### config.mk
export PLATFORM = sky130hd
export DESIGN_NAME = cdb_arbiter
export DESIGN_NICKNAME = d
export VERILOG_FILES = /design/src/rtl/cdb_arbiter_pkg.sv /design/src/rtl/cdb_arbiter_rr_arbiter.sv /design/src/rtl/cdb_arbiter.sv
export SDC_FILE = /design/constraint.sdc
export NUM_CORES = 1
export LEC_CHECK = 0
export ABC_AREA = 1
export BUFFER_PORTS_ARGS = -buffer_cell sky130_fd_sc_hd__buf_2
export CAP_MARGIN = 20
export CORE_ASPECT_RATIO = 1.5
export CORE_MARGIN = 2
export CORE_UTILIZATION = 48
export DETAILED_ROUTE_END_ITERATION = 7
export PLACE_DENSITY = 0.83
export SYNTH_ARGS = -nofsm -noshare
export SYNTH_HDL_FRONTEND = slang
export SYNTH_SLANG_ARGS = --single-unit
### constraint.sdc
create_clock -name clk_in -period 5.2 [get_ports clk_in]
set_input_delay 0.52 -clock clk_in [delete_from_list [all_inputs] [get_ports clk_in]]
set_output_delay 0.52 -clock clk_in [all_outputs]
set_load 0.02 [all_outputs]
### src/rtl/cdb_arbiter_pkg.sv
// cdb_arbiter_pkg
//   Shared sizing and requester-index constants for the common data bus
//   arbiter and its round-robin picker.
//   N_REQ    : number of result producers feeding the CDB
//   ROB_ID_W : reorder-buffer tag width
//   DATA_W   : result width
//   REQ_*    : requester slot indices (ALU, load/store buffer, branch unit)
package cdb_arbiter_pkg;

  localparam int N_REQ    = 3;
  localparam int ROB_ID_W = 5;
  localparam int DATA_W   = 32;

  localparam int REQ_ALU  = 0;
  localparam int REQ_LSB  = 1;
  localparam int REQ_BR   = 2;

endpackage

### src/rtl/cdb_arbiter_rr_arbiter.sv
// rr_arbiter
//   Combinational round-robin picker. Starting at ptr_in and searching
//   upward (wrapping modulo N), selects the first asserted valid_in bit.
//   Ports:
//     valid_in  [N-1:0]     : per-slot occupancy
//     ptr_in    [PTR_W-1:0] : index with highest priority this cycle
//     grant_out [N-1:0]     : one-hot grant, all zero when nothing valid
module rr_arbiter
  import cdb_arbiter_pkg::*;
#(
  parameter int N     = N_REQ,
  parameter int PTR_W = (N > 1) ? $clog2(N) : 1
) (
  input  logic [N-1:0]     valid_in,
  input  logic [PTR_W-1:0] ptr_in,
  output logic [N-1:0]     grant_out
);

  always_comb begin
    int  idx;
    logic found;
    grant_out = '0;
    found     = 1'b0;
    idx       = 0;
    for (int off = 0; off < N; off++) begin
      idx = (int'(ptr_in) + off) % N;
      if (!found && valid_in[idx]) begin
        grant_out[idx] = 1'b1;
        found          = 1'b1;
      end
    end
  end

endmodule

### src/rtl/cdb_arbiter.sv
// cdb_arbiter
//   Common data bus arbiter. Each requester owns a one-entry holding slot;
//   a round-robin picker selects one occupied slot per cycle and its entry
//   is registered onto the CDB outputs at the next edge (2-cycle latency,
//   one broadcast per cycle sustained).
//   Ports:
//     clk_in, rst_in  : clock, synchronous active-high reset
//     rdy_in          : global pause when low (all state holds)
//     _clear          : misprediction flush (empties slots, resets pointer)
//     _req_valid/_req_rob_id/_req_value : per-requester offers (packed)
//     _req_ready      : per-requester accept (combinational)
//     _cdb_ready/_cdb_rob_id/_cdb_value : registered broadcast
module cdb_arbiter #(
  parameter int N_REQ    = cdb_arbiter_pkg::N_REQ,
  parameter int ROB_ID_W = cdb_arbiter_pkg::ROB_ID_W,
  parameter int DATA_W   = cdb_arbiter_pkg::DATA_W
) (
  input  logic                      clk_in,
  input  logic                      rst_in,
  input  logic                      rdy_in,
  input  logic                      _clear,
  input  logic [N_REQ-1:0]          _req_valid,
  input  logic [N_REQ*ROB_ID_W-1:0] _req_rob_id,
  input  logic [N_REQ*DATA_W-1:0]   _req_value,
  output logic [N_REQ-1:0]          _req_ready,
  output logic                      _cdb_ready,
  output logic [ROB_ID_W-1:0]       _cdb_rob_id,
  output logic [DATA_W-1:0]         _cdb_value
);

  localparam int PTR_W = (N_REQ > 1) ? $clog2(N_REQ) : 1;

  logic [ROB_ID_W-1:0] req_rob_id [N_REQ];
  logic [DATA_W-1:0]   req_value  [N_REQ];

  logic [N_REQ-1:0]    slot_valid_q,  slot_valid_d;
  logic [ROB_ID_W-1:0] slot_rob_id_q [N_REQ];
  logic [ROB_ID_W-1:0] slot_rob_id_d [N_REQ];
  logic [DATA_W-1:0]   slot_value_q  [N_REQ];
  logic [DATA_W-1:0]   slot_value_d  [N_REQ];
  logic [PTR_W-1:0]    rr_ptr_q,      rr_ptr_d;
  logic                cdb_ready_q,   cdb_ready_d;
  logic [ROB_ID_W-1:0] cdb_rob_id_q,  cdb_rob_id_d;
  logic [DATA_W-1:0]   cdb_value_q,   cdb_value_d;

  logic [N_REQ-1:0]    arb_grant;
  logic [N_REQ-1:0]    grant;
  logic [N_REQ-1:0]    accept;
  logic [PTR_W-1:0]    gidx;
  logic                advance;

  genvar gi;
  generate
    for (gi = 0; gi < N_REQ; gi++) begin : g_unpack
      assign req_rob_id[gi] = _req_rob_id[gi*ROB_ID_W +: ROB_ID_W];
      assign req_value[gi]  = _req_value[gi*DATA_W +: DATA_W];
    end
  endgenerate

  rr_arbiter #(
    .N     (N_REQ),
    .PTR_W (PTR_W)
  ) u_rr_arbiter (
    .valid_in  (slot_valid_q),
    .ptr_in    (rr_ptr_q),
    .grant_out (arb_grant)
  );

  // Grants only take effect on an advancing cycle; reset also blocks accepts
  // so nothing is taken in during the cycle it would be discarded.
  assign advance    = rdy_in & ~_clear & ~rst_in;
  assign grant      = arb_grant & {N_REQ{advance}};
  // A granted slot empties at this edge, so it can be refilled in the same cycle.
  assign _req_ready = {N_REQ{advance}} & (~slot_valid_q | grant);
  assign accept     = _req_valid & _req_ready;

  always_comb begin
    gidx = '0;
    for (int k = 0; k < N_REQ; k++) begin
      if (grant[k]) gidx = PTR_W'(k);
    end
  end

  always_comb begin
    slot_valid_d  = slot_valid_q;
    slot_rob_id_d = slot_rob_id_q;
    slot_value_d  = slot_value_q;
    rr_ptr_d      = rr_ptr_q;
    cdb_ready_d   = cdb_ready_q;
    cdb_rob_id_d  = cdb_rob_id_q;
    cdb_value_d   = cdb_value_q;
    if (_clear) begin
      // Broadcast payload is left as-is; only the valid flag matters downstream.
      slot_valid_d = '0;
      cdb_ready_d  = 1'b0;
      rr_ptr_d     = '0;
    end else if (rdy_in) begin
      cdb_ready_d = |grant;
      if (|grant) begin
        cdb_rob_id_d = slot_rob_id_q[gidx];
        cdb_value_d  = slot_value_q[gidx];
        rr_ptr_d     = (gidx == PTR_W'(N_REQ - 1)) ? '0 : gidx + PTR_W'(1);
      end
      for (int k = 0; k < N_REQ; k++) begin
        if (grant[k]) slot_valid_d[k] = 1'b0;
        // Refill wins over the grant-clear on the same slot.
        if (accept[k]) begin
          slot_valid_d[k]  = 1'b1;
          slot_rob_id_d[k] = req_rob_id[k];
          slot_value_d[k]  = req_value[k];
        end
      end
    end
  end

  always_ff @(posedge clk_in) begin
    if (rst_in) begin
      slot_valid_q <= '0;
      rr_ptr_q     <= '0;
      cdb_ready_q  <= 1'b0;
      cdb_rob_id_q <= '0;
      cdb_value_q  <= '0;
    end else begin
      slot_valid_q <= slot_valid_d;
      rr_ptr_q     <= rr_ptr_d;
      cdb_ready_q  <= cdb_ready_d;
      cdb_rob_id_q <= cdb_rob_id_d;
      cdb_value_q  <= cdb_value_d;
    end
  end

  // Slot payloads are qualified by slot_valid_q, so they need no reset.
  always_ff @(posedge clk_in) begin
    slot_rob_id_q <= slot_rob_id_d;
    slot_value_q  <= slot_value_d;
  end

  assign _cdb_ready  = cdb_ready_q;
  assign _cdb_rob_id = cdb_rob_id_q;
  assign _cdb_value  = cdb_value_q;

endmodule

==> results.md <==
* Gp weighted congestion at 0.860
* Main area contributors after synthesis: edfxtp_1 50%, dfxtp_1 13%, nand2_1 8.3%
* Routed Antenna Nets at 0
* Die area at 0.0149 mm2
* Vias in the first global route at 5097
* Clock slew seen by the registers of the worst setup and hold paths at 0.07 ns
* Mapped Area at 0.00667 mm2
* Iteration-0 DRC Markers at 360
* Rel. slew slack at 0.332
* Initial antenna violation count at 0
* Syn-to-layout area delta at 21.4%
* Mean post-synth cell area at 9.67 um2
* Netlist cell types at 21
* Fin. Hold Viols at 0
* Htree depth at 4
* Final nets at 954
* Setup crit end kind: flip-flop
* Worst Path Required at 5.55 ns
* TritonCTS buffer count at 17
* Post-synthesis xor/xnor area fraction at 0
* CTS Root Cell: clkbuf_16
* Ys flop type: edfxtp_1
* Deepest clock path buffer count at 2
* Via count at 5297
* Worst-Margin Slew at 1.00 ns
* Boundary pin count at 159
* Final min period at 4.09 ns
* Adder-cell share of the synthesized area at 0.00751
* WHS Path Cells at 1
* Hold Startpoint: _req_rob_id[13]
* Mux cell area share after synthesis at 0
* Cell count after synthesis at 689
* Pwr dens at 336 mW/mm2
* CTS tree: done
* Max Fclk at 244 MHz
* Global-route wire length before repair at 25.2 mm
* Post-CTS sizing at 0
* Post-CTS Hold Buffers at 0
* CORE AREA at 0.0135 mm2
* Rows at 52
* Synth top area share at 0.500
* Hold EP: slot_rob_id_q[3]
* Initial Util at 0.493
* Proportion of layout cells with a drive suffix above 1 at 0.279
* Most common cell in the netlist: nand2_1
* Max Transition Viols Final at 0
* Status: finished, final reports clean
* Wirelength per Cell at 16.3 um
* Final Instance Count excl. Fillers at 1007
* Reg2Reg Depth at 16
* RSZ-0062 raised after global routing: false
* DP HPWL at 10.1 mm
* Static leakage at 3.81 nW
* Crit Path Category: reg2reg
* Area leader, netlist: edfxtp_1
* Cells after DPL at 974
* Die width at 100 um
* Reg2reg start: rr_ptr_q[0]
* Hold Path Class: in2reg
* Synthesized flop and latch total at 154
* Routed wire length at 16.4 mm
* Fillers at 1138
* ANT cells at 0
* Sequential area share after synthesis at 0.629
* Syn nets at 811
* # Max-Cap Violations at 0
* Largest net degree at the start of global routing at 69
* Maximum VDD drop at 0.282 mV
* Area fraction in compound gates after synthesis at 0.0353
* Post-synth EDFFs at 111
* # clock sinks at 154
* Reg-to-reg slack, setup at 1.11 ns
* DRC viols at 0
* Chip height at 148 um
* Async S/R FF share, synth at 0
* Reg2Reg Capture Point: rr_ptr_q[1]
* Yosys warning total at 0
* Setup repair bufs after CTS at 0
* CP Data Arrival Time at 4.44 ns
* I/O Buffers at 158
* Worst-path maximum fanout at 40
* Final Core Density at 0.598
* Commonest cells in the netlist: 148 x nand2_1, 111 x edfxtp_1, 108 x inv_1, 66 x nand4_1, 57 x nand3_1
* # setup viols final at 0
* CP Launch Type: flip-flop
* Via/cell ratio at 5.26
* Clock Skew at 0.0105 ns
* Largest family of logic cells by synthesized area: simple AND/OR/NAND/NOR gates
* Final period util at 0.787
* Clock Latency Late Sink at 0.42 ns
* TNS Setup at 0 ns
* Global Route Usage Sum at 0.224
* DR pass1 iterations at 5
* Simple-Gate Fraction of Synth Area at 0.213
* GR Overflow Total at 0
power breakdown:
part	switching (mW)	leakage, nW	total [mW]	internal (mW)
Clock	0.497	0.280	1.26	0.761
Sequential	0.00819	1.35	1.35	1.34
Combinational	0.0649	2.17	0.113	0.0481
Total	0.570	3.81	2.72	2.15
per-stage QoR:
step	hold WS, ns	worst slack (ns)	power, mW	cell area [um2]
after floorplan	0.473	0.340	1.42	6670
after global placement	0.484	1.30	1.49	7470
after detailed placement	0.492	1.13	1.49	7470
after CTS	0.258	1.12	2.73	8070
after global routing	0.254	0.736	2.80	8090
final	0.272	1.11	2.72	8090
metal layers:
layer  GRT usage  share of wire  routed length [um]  up-vias
met5           0              0                   0        -
met4       0.117          0.035                 568        0
met3      0.0517          0.071                1170       47
met2       0.387           0.53                8770      249
met1       0.255           0.36                5930     2446
li1            -              -                   -     2555
critical path, cell delays in order, from the launching register on:
cell     delay (ns)
dfxtp_1        0.36
inv_1          0.09
ha_1           0.40
inv_2          0.10
nand2_1        0.05
nand3_1        0.07
nand2_1        0.07
nand2_2        0.08
inv_2          0.04
nand3_1        0.08
nand2_2        0.06
buf_4          0.28
nand2_2        0.71
nand3_2        0.89
inv_2          0.48
nand2_1        0.10
a21oi_1        0.12
layout make-up:
type	count	area, um2	area share
Clock inverter	13	173	0.0213
Multi-Input combinational cell	356	1720	0.213
Clock buffer	19	433	0.0535
Tap cell	162	203	0.0250
Timing Repair Buffer	164	848	0.105
Inverter	139	522	0.0645
Sequential cell	154	4190	0.518
placed cells by master, fill, tap and decap left out, drive strengths merged:
cell	netlist	routed
buf	30	164
nand2	155	155
inv	136	138
edfxtp	111	111
nand4	66	66
nand3	59	59
dfxtp	43	43
a21oi	35	35
nor2	24	24
clkbuf	10	19
o21ai	12	12
clkinv	3	7
ha	4	4
clkinvlp	0	4
bufinv	0	3
nor3b	1	1
flip-flops by register name, summed over array words and instances (netlist names):
signal / cells
_cdb_ready: 1
_cdb_rob_id: 5
_cdb_value: 32
rr_ptr_q: 2
slot_rob_id_q: 15
slot_valid_q: 3
slot_value_q: 96
worst max-delay path by stage:
stage | startpoint | end | slack (ns) | cells after the start
after global placement | rr_ptr_q[0] | rr_ptr_q[1] | 1.30 | 14
after detailed placement | rr_ptr_q[0] | rr_ptr_q[1] | 1.13 | 16
after global routing | rr_ptr_q[0] | rr_ptr_q[1] | 0.74 | 16
after floorplan | rr_ptr_q[0] | slot_rob_id_q[0] | 0.34 | 15
after CTS | rr_ptr_q[0] | rr_ptr_q[1] | 1.12 | 16
final | rr_ptr_q[0] | rr_ptr_q[1] | 1.11 | 16
kinds of logic after synthesis:
logic type | Yosys count
simple gates | 305
buf+inv | 179
compound gates | 47
fa+ha+maj | 4
flops | 154
No activity file was read; power rests on OpenSTA's default activity.
